--- config.mk ---
export PLATFORM = sky130hd
export DESIGN_NAME = ctrl_pipe_gen
export DESIGN_NICKNAME = d
export VERILOG_FILES = /design/src/rtl/ctrl_pipe_gen.sv
export SDC_FILE = /design/constraint.sdc
export NUM_CORES = 1
export LEC_CHECK = 0
export CAP_MARGIN = 40
export CORE_MARGIN = 3
export CORE_UTILIZATION = 55
export CTS_CLUSTER_DIAMETER = 150
export DETAILED_ROUTE_END_ITERATION = 8
export HOLD_SLACK_MARGIN = 0.05
export PLACE_DENSITY = 0.84
export SYNTH_ARGS = -nofsm -noshare
export SYNTH_HDL_FRONTEND = slang
export SYNTH_SLANG_ARGS = --single-unit
--- constraint.sdc ---
create_clock -name clock -period 7 [get_ports clock]
set_input_delay 1.05 -clock clock [delete_from_list [all_inputs] [get_ports clock]]
set_output_delay 1.05 -clock clock [all_outputs]
set_load 0.01 [all_outputs]
--- src/rtl/ctrl_pipe_gen.sv ---
// ctrl_pipe_gen -- parametrised accumulator CPU core with a req/ack memory port.
//
// Ports:
//   clock, reset      : rising-edge clock; asynchronous active-high reset
//   mem_addr/mem_we   : transaction address and direction (1 = store)
//   mem_wdata         : store data (acc), valid while mem_req && mem_we
//   mem_rdata         : load/fetch data, instruction is mem_rdata[7:0]
//   mem_req/mem_ack   : a transaction completes on the edge where both are high
//   acc_out           : current accumulator
//   halted, fault     : high while in HALT / FAULT (left only through reset)
//
// Memory-side outputs are registered, so reset clears them at once and the
// first fetch request is raised on the first edge after reset is released.
// A request is always dropped for at least one cycle after it completes.
module ctrl_pipe_gen #(
    parameter int               WIDTH    = 8,
    parameter int               ADDR_W   = 8,
    parameter logic [WIDTH-1:0] RESET_PC = '0
) (
    input  logic              clock,
    input  logic              reset,
    output logic [ADDR_W-1:0] mem_addr,
    output logic [WIDTH-1:0]  mem_wdata,
    input  logic [WIDTH-1:0]  mem_rdata,
    output logic              mem_req,
    output logic              mem_we,
    input  logic              mem_ack,
    output logic [WIDTH-1:0]  acc_out,
    output logic              halted,
    output logic              fault
);
    localparam int               CNT_W = $clog2(WIDTH);
    localparam logic [CNT_W-1:0] LAST  = CNT_W'(WIDTH - 1);
    localparam logic [WIDTH-1:0] WMOD  = WIDTH'(WIDTH);

    typedef enum logic [2:0] {S_FETCH, S_EXEC, S_MEM, S_MUL, S_HALT, S_FAULT} state_t;

    state_t            state, state_n;
    logic [WIDTH-1:0]  acc, acc_n;
    logic [WIDTH-1:0]  regs   [0:7];
    logic [WIDTH-1:0]  regs_n [0:7];
    logic [7:0]        ins, ins_n;
    logic [WIDTH-1:0]  mcand, mcand_n, mplier, mplier_n, part, part_n;
    logic [CNT_W-1:0]  cnt, cnt_n;
    logic              req_n, we_n;
    logic [ADDR_W-1:0] addr_n;
    logic [WIDTH-1:0]  wdata_n;

    // instruction fields and operands
    logic [3:0]        op;
    logic              x;
    logic [2:0]        rs;
    logic [WIDTH-1:0]  rval, off, shamt;

    assign op      = ins[7:4];
    assign x       = ins[3];
    assign rs      = ins[2:0];
    assign rval    = regs[rs];
    assign off     = {{(WIDTH-4){ins[3]}}, ins[3:0]};
    assign shamt   = rval % WMOD;
    assign acc_out = acc;
    assign halted  = (state == S_HALT);
    assign fault   = (state == S_FAULT);

    always_comb begin
        state_n  = state;
        acc_n    = acc;
        regs_n   = regs;
        ins_n    = ins;
        mcand_n  = mcand;
        mplier_n = mplier;
        part_n   = part;
        cnt_n    = cnt;
        req_n    = mem_req;
        we_n     = mem_we;
        addr_n   = mem_addr;
        wdata_n  = mem_wdata;
        case (state)
            S_FETCH: begin
                if (mem_req && mem_ack) begin
                    ins_n     = mem_rdata[7:0];
                    regs_n[7] = regs[7] + 1'b1;
                    req_n     = 1'b0;
                    state_n   = S_EXEC;
                end else if (!mem_req) begin
                    // entered from reset or after a data transaction
                    req_n  = 1'b1;
                    we_n   = 1'b0;
                    addr_n = regs[7][ADDR_W-1:0];
                end
            end
            S_EXEC: begin
                state_n = S_FETCH;
                case (op)
                    4'b0000: acc_n = x ? acc - rval : acc + rval;
                    4'b0001: acc_n = x ? acc | rval : acc & rval;
                    4'b0010: acc_n = x ? acc >> shamt : acc << shamt;
                    4'b0011: acc_n = x ? acc ^ rval : ~acc;
                    4'b1100: acc_n = {acc[WIDTH-1:4], ins[3:0]};
                    4'b1101: begin
                        if (x) regs_n[rs] = acc;
                        else   acc_n      = rval;
                    end
                    4'b0100: regs_n[7] = regs[7] + off;
                    4'b0101: if (acc == '0)       regs_n[7] = regs[7] + off;
                    4'b0110: if (!acc[WIDTH-1])   regs_n[7] = regs[7] + off;
                    4'b1110: state_n = S_MEM;
                    4'b1000: begin
                        state_n  = S_MUL;
                        mcand_n  = acc;
                        mplier_n = rval;
                        part_n   = '0;
                        cnt_n    = '0;
                    end
                    4'b1111: ;
                    4'b1010: state_n = S_HALT;
                    default: state_n = S_FAULT;
                endcase
                // raise the next request here so plain instructions take 2 cycles;
                // regs_n[7] already reflects any jump or taken branch
                if (state_n == S_FETCH) begin
                    req_n  = 1'b1;
                    we_n   = 1'b0;
                    addr_n = regs_n[7][ADDR_W-1:0];
                end else if (state_n == S_MEM) begin
                    req_n   = 1'b1;
                    we_n    = x;
                    addr_n  = rval[ADDR_W-1:0];
                    wdata_n = acc;
                end
            end
            S_MEM: begin
                if (mem_req && mem_ack) begin
                    if (!mem_we) acc_n = mem_rdata;
                    req_n   = 1'b0;
                    we_n    = 1'b0;
                    state_n = S_FETCH;
                end
            end
            S_MUL: begin
                // one multiplier bit per cycle; acc only changes on the last step
                part_n   = part + (mplier[0] ? mcand : '0);
                mcand_n  = mcand << 1;
                mplier_n = mplier >> 1;
                cnt_n    = cnt + 1'b1;
                if (cnt == LAST) begin
                    acc_n   = part_n;
                    state_n = S_FETCH;
                    req_n   = 1'b1;
                    we_n    = 1'b0;
                    addr_n  = regs[7][ADDR_W-1:0];
                end
            end
            default: ;  // HALT / FAULT absorb, req already low
        endcase
    end

    always_ff @(posedge clock or posedge reset) begin
        if (reset) begin
            state     <= S_FETCH;
            acc       <= '0;
            ins       <= '0;
            mcand     <= '0;
            mplier    <= '0;
            part      <= '0;
            cnt       <= '0;
            mem_req   <= 1'b0;
            mem_we    <= 1'b0;
            mem_addr  <= '0;
            mem_wdata <= '0;
            for (int i = 0; i < 7; i++) regs[i] <= WIDTH'(i);
            regs[7]   <= RESET_PC;
        end else begin
            state     <= state_n;
            acc       <= acc_n;
            ins       <= ins_n;
            mcand     <= mcand_n;
            mplier    <= mplier_n;
            part      <= part_n;
            cnt       <= cnt_n;
            mem_req   <= req_n;
            mem_we    <= we_n;
            mem_addr  <= addr_n;
            mem_wdata <= wdata_n;
            regs      <= regs_n;
        end
    end
endmodule

==> results.ini, run 1 <==
[status]
status=finished clean

[power]
swShare=0.478
intPower_uw=2540
ir_drop_mv=0.514
comb_power_share=0.553
p_leak_uw=0.00426
pwr_density_cell_nw_per_um2=505
p_sw_uw=2330
seqPwrFrac=0.256
p_clk_frac=0.191
p_total_uw=4870

[global_route]
grt_max_degree=52
grt_overflow=0
grt_pass1_wl_um=40400
grt_pass1_vias=7562
grt_use_total=0.309
antenna_found_initial=1

[job]
cap_violations=0

[clock_tree]
cts_root_buf=clkbuf_16
clock-sinks=128
hold_buffers=0
clkTransAtPathRegs_ns=0.07
cts_tree=built
htreeDepth=4
cts_resized=0
cts_buffer_depth=2
cts_setup_buffers=0
cts_buffers=17
worstSkewPairLatency_ns=0.44

[yosys]
synthArstFlopShare=1.00
synth.largest_area_cell=dfrtp_1
synthFlopType=dfrtp_1
yosys-top-cells-count=dfrtp_1, nand2_1, nor2_1
synth.distinct_cells=73
synth_most_common_cell=dfrtp_1
syn_area_um2=8530
synth_nets=979
synth.avg_cell_area_um2=9.24
synth-edff-count=0
ys.warnings.count=0
yosys-top-cells-area=dfrtp_1, mux2_2, ha_1
ys_seq_area_frac=0.377
synthCells=923
ys_ff_latch=128
netlist.area_leader.share=0.349

[critical_path]
worstPathRequired_ns=7.30
crit_path_start_kind=flip-flop
regToRegSetupSlack_ns=2.02
worst-setup-path-type=reg2reg
r2r_cells=15
cp_max_fo=28
crit_path_end_kind=flip-flop
cp_data_arrival_time_ns=5.28
worstReg2RegEnd=acc_out[6]$_DFFE_PP0P_
timing.rr.start=ins[0]$_DFFE_PP0P_

[detailed_routing]
vias=7727
drt_iter0_drc=1148
dr.pass1.iters=6
wl_um=25400
vias_per_cell=6.79
drcViolationCount=0
wl_per_cell_um=22.3
ant_nets=0

[floorplanning]
start_util=0.574
num_io_pins=39
rows=44
dieArea_um2=17000
die_y_um=131
die_w_um=131
core_area_um2=14900

[sta]
drv_slew=0
grt_setup_unrepaired=false
finalSetupTns_ns=0
timing.final.crit_share=0.711
tightest_slew_ns=0.959
slew_headroom=0.361
hold_viol_final=0
finClkSkew_ns=0.0123
period_minus_slack_ns=4.98
max_freq_mhz=201
finalSetupViolations=0

[placement]
port_buffers=38
place_congestion=0.989
place_inst=1106
hpwl_um=17300

[hold_path]
hp-start=regs[8]$_DFFE_PP0P_
hp-class=reg2reg
hold_end=regs[8]$_DFFE_PP0P_
min_path_cells=2

[finish]
syn_to_final_growth_pct=13.2
instances_no_fill=1138
nets=997
fin_util=0.650
drive_above_1_share=0.149
diodes=0

[how the worst max path moves through the flow]
stage,startpoint,to,slack [ns],cells after the start
after floorplan,reset,acc_out[0]$_DFFE_PP0P_,2.55,1
after global placement,ins[0]$_DFFE_PP0P_,acc_out[6]$_DFFE_PP0P_,2.34,15
after detailed placement,ins[2]$_DFFE_PP0P_,acc_out[6]$_DFFE_PP0P_,2.13,15
after CTS,ins[2]$_DFFE_PP0P_,acc_out[6]$_DFFE_PP0P_,2.10,15
after global routing,ins[2]$_DFFE_PP0P_,acc_out[6]$_DFFE_PP0P_,1.62,15
final,ins[0]$_DFFE_PP0P_,acc_out[6]$_DFFE_PP0P_,2.02,15
[power by group through the flow]
stage,clock network [uW],registers [uW],logic [uW]
after floorplan,0,1100,1950
after global placement,0,1250,2520
after detailed placement,0,1240,2600
after CTS,936,1230,2630
after global routing,974,1270,2930
final,933,1250,2700
[layer usage]
layer,vias to the layer above,global-route usage,part of all wire
li1,3441,-,-
met1,3711,0.397,0.39
met2,455,0.469,0.45
met3,118,0.0939,0.10
met4,2,0.165,0.052
met5,-,0,0.00051
[critical path: stages, from the launching register on]
cell and delay, ns:
dfrtp_1 0.97, inv_2 0.28, a221o_1 0.42, a22oi_2 0.64
inv_2 0.35, nor2_2 0.34, a21oi_1 0.13, xnor2_1 0.16
ha_1 0.33, a21oi_1 0.23, o21bai_1 0.09, a21oi_1 0.18
xor2_1 0.18, nor2_1 0.05, a2111oi_0 0.36, a21oi_1 0.13
[through the flow]
step                worst slack, ns  instance area, um2  hold WS (ns)
CTS                            2.10                9660         0.492
floorplan                      2.55                8530         0.442
finish                         2.02                9660         0.496
detailed placement             2.13                9050         0.475
global placement               2.34                8990         0.457
global route                   1.62                9660         0.518
[flip-flops by register name, indices dropped and copies added (netlist names)]
register	cells
regs	64
acc_out	8
ins	8
mcand	8
mem_addr	8
mem_wdata	8
mplier	8
part	8
cnt	3
state	3
mem_req	1
mem_we	1
[cells by family after synthesis]
logic type / synth area share
AO/OA/AOI/OAI: 0.219
AND/OR/NAND/NOR: 0.144
flip-flops: 0.377
buffers and inverters: 0.0449
multiplexers: 0.115
adder cells (fa/ha/maj): 0.0687
XOR/XNOR: 0.0308
[cell usage in the layout (no fill, tap or decap), drive strengths merged, types with 4 or more instances in the layout]
master           n
o31ai            4
nand3           28
nor2b           11
nand2b           5
a22oi           16
inv             44
a221oi          14
xnor2           20
nand4            5
a31oi           11
a2111oi          6
xor2            10
o2111ai          4
a21o             7
dfrtp          119
or3              5
ha              42
a21oi           52
nor2            77
dfstp            9
nand2           93
and2            11
nor3            20
buf             18
a221o            5
mux2            62
a22o             5
o221ai           8
a211oi          17
o211ai           7
and3             7
mux2i           22
a222oi           6
o21ai           78
o21bai           4
o21a             4
clkbuf          17
clkdlybuf4s50   38
o22ai           10
[area by class of cell]
cell class	count	area [um2]
clock buffer	17	425
timing repair buffer	56	533
sequential	128	3210
clock inverter	15	184
multi-input combinational	705	4940
inverter	33	129
fill	1144	5210
tap	184	230
(Power assumes the default switching activity.)
==> inputs of run 2 (changes only) <==
==> constraint.sdc (replaced) <==
create_clock -name clock -period 4.72 [get_ports clock]
set_input_delay 0.708 -clock clock [delete_from_list [all_inputs] [get_ports clock]]
set_output_delay 0.708 -clock clock [all_outputs]
set_load 0.01 [all_outputs]
==> results.ini, run 2 (synthesis results as in run 1) <==
[status]
status=finished clean

[global_route]
grt_use_total=0.310
antenna_found_initial=0
grt_max_degree=78
grt_pass1_wl_um=40700
grt_pass1_vias=7437
grt_overflow=0

[hold_path]
hold_end=regs[9]$_DFFE_PP1P_
hp-start=regs[9]$_DFFE_PP1P_
hp-class=reg2reg
min_path_cells=2

[critical_path]
r2r_cells=16
worstPathRequired_ns=5.02
crit_path_start_kind=flip-flop
cp_max_fo=14
cp_data_arrival_time_ns=4.56
crit_path_end_kind=flip-flop
timing.rr.start=ins[1]$_DFFE_PP0P_
worstReg2RegEnd=acc_out[6]$_DFFE_PP0P_
worst-setup-path-type=reg2reg
regToRegSetupSlack_ns=0.46

[detailed_routing]
dr.pass1.iters=7
wl_per_cell_um=22.2
wl_um=25400
vias=7715
ant_nets=0
drt_iter0_drc=1106
vias_per_cell=6.73
drcViolationCount=0

[power]
ir_drop_mv=0.732
p_leak_uw=0.00427
pwr_density_cell_nw_per_um2=746
p_total_uw=7210

[finish]
fin_util=0.651
diodes=0
regMostFlops=regs
fin_area_um2=9670
nets=1006
syn_to_final_growth_pct=13.4
num-fill-cells=1183
mostFrequentLayoutCell=dfrtp_1
layout_common_cells=dfrtp_1, nand2_1, nor2_1
largest_register_ffs=64
drive_above_1_share=0.156

[sta]
tightest_slew_ns=0.967
finClkSkew_ns=0.0109
hold_viol_final=0
finalSetupViolations=0
slew_headroom=0.352
period_minus_slack_ns=4.26
grt_setup_unrepaired=false
finalSetupTns_ns=0
drv_slew=0
max_freq_mhz=234
holdWs_ns=0.485
timing.final.crit_share=0.904

[clock_tree]
htreeDepth=4
clkTransAtPathRegs_ns=0.06
cts_setup_buffers=0
clock-sinks=128
cts_tree=built
cts_buffers=17
hold_buffers=0
worstSkewPairLatency_ns=0.44
cts_buffer_depth=2
cts_resized=0
cts_root_buf=clkbuf_16

[floorplanning]
dieArea_um2=17000
die_y_um=131
rows=44
die_w_um=131
core_area_um2=14900
num_io_pins=39
start_util=0.574

[placement]
place_congestion=1.03
hpwl_um=17400
port_buffers=38
placed_area_um2=9110

[job]
cap_violations=0

-- run 2: changes by cell type in the layout (fill, tap and decap cells not counted), sizes merged --
| cell | before | now |
|---|---|---|
| clkinv | 0 | 4 |
| buf | 18 | 27 |
| bufinv | 2 | 1 |
| inv | 44 | 38 |
| clkinvlp | 2 | 4 |
| clkbuf | 17 | 18 |
-- run 2: power by group --
group	leakage, uW	switching (uW)	internal [uW]
registers	0.00167	361	1370
logic	0.00234	2560	1650
clock network	0.000264	541	730
total	0.00427	3460	3750
-- run 2: area by class of cell --
class	count	area, um2	share of cell area
sequential	128	3210	0.332
clock buffer	18	429	0.0444
inverter	33	129	0.0133
timing repair buffer	65	596	0.0616
clock inverter	14	131	0.0136
tap	184	230	0.0238
multi-input combinational	705	4940	0.511
-- run 2: routing by layer --
metal	wire length [um]	global-route usage
met1	10100	0.415
met2	11400	0.461
met3	2560	0.0841
met4	1350	0.168
met5	0	0
-- run 2: how the worst max path moves through the flow --
stage / depth (start not counted) / to / startpoint
after floorplan: 1 / acc_out[0]$_DFFE_PP0P_ / reset
after global placement: 15 / acc_out[7]$_DFFE_PP0P_ / ins[1]$_DFFE_PP0P_
after detailed placement: 15 / acc_out[7]$_DFFE_PP0P_ / ins[1]$_DFFE_PP0P_
after CTS: 15 / acc_out[7]$_DFFE_PP0P_ / ins[1]$_DFFE_PP0P_
after global routing: 16 / acc_out[7]$_DFFE_PP0P_ / ins[1]$_DFFE_PP0P_
final: 16 / acc_out[6]$_DFFE_PP0P_ / ins[1]$_DFFE_PP0P_
-- run 2: metrics by stage --
stage	instances	worst slack (ns)
floorplan	923	0.614
global placement	1115	0.746
detailed placement	1115	0.594
CTS	1147	0.559
global route	1147	0.216
finish	1147	0.455
-- run 2: critical path, stage by stage (launching register included) --
cell and delay (ns):
dfrtp_1 0.73, buf_4 0.27, mux2_4 0.30, a221o_1 0.38, a22oi_4 0.31, inv_1 0.20, nor2_1 0.16, a21oi_1 0.10
xnor2_1 0.17, ha_1 0.38, inv_1 0.09, o21bai_1 0.07, a21oi_1 0.19, xor2_1 0.19, nor2_1 0.07, a2111oi_0 0.40
a21oi_1 0.13
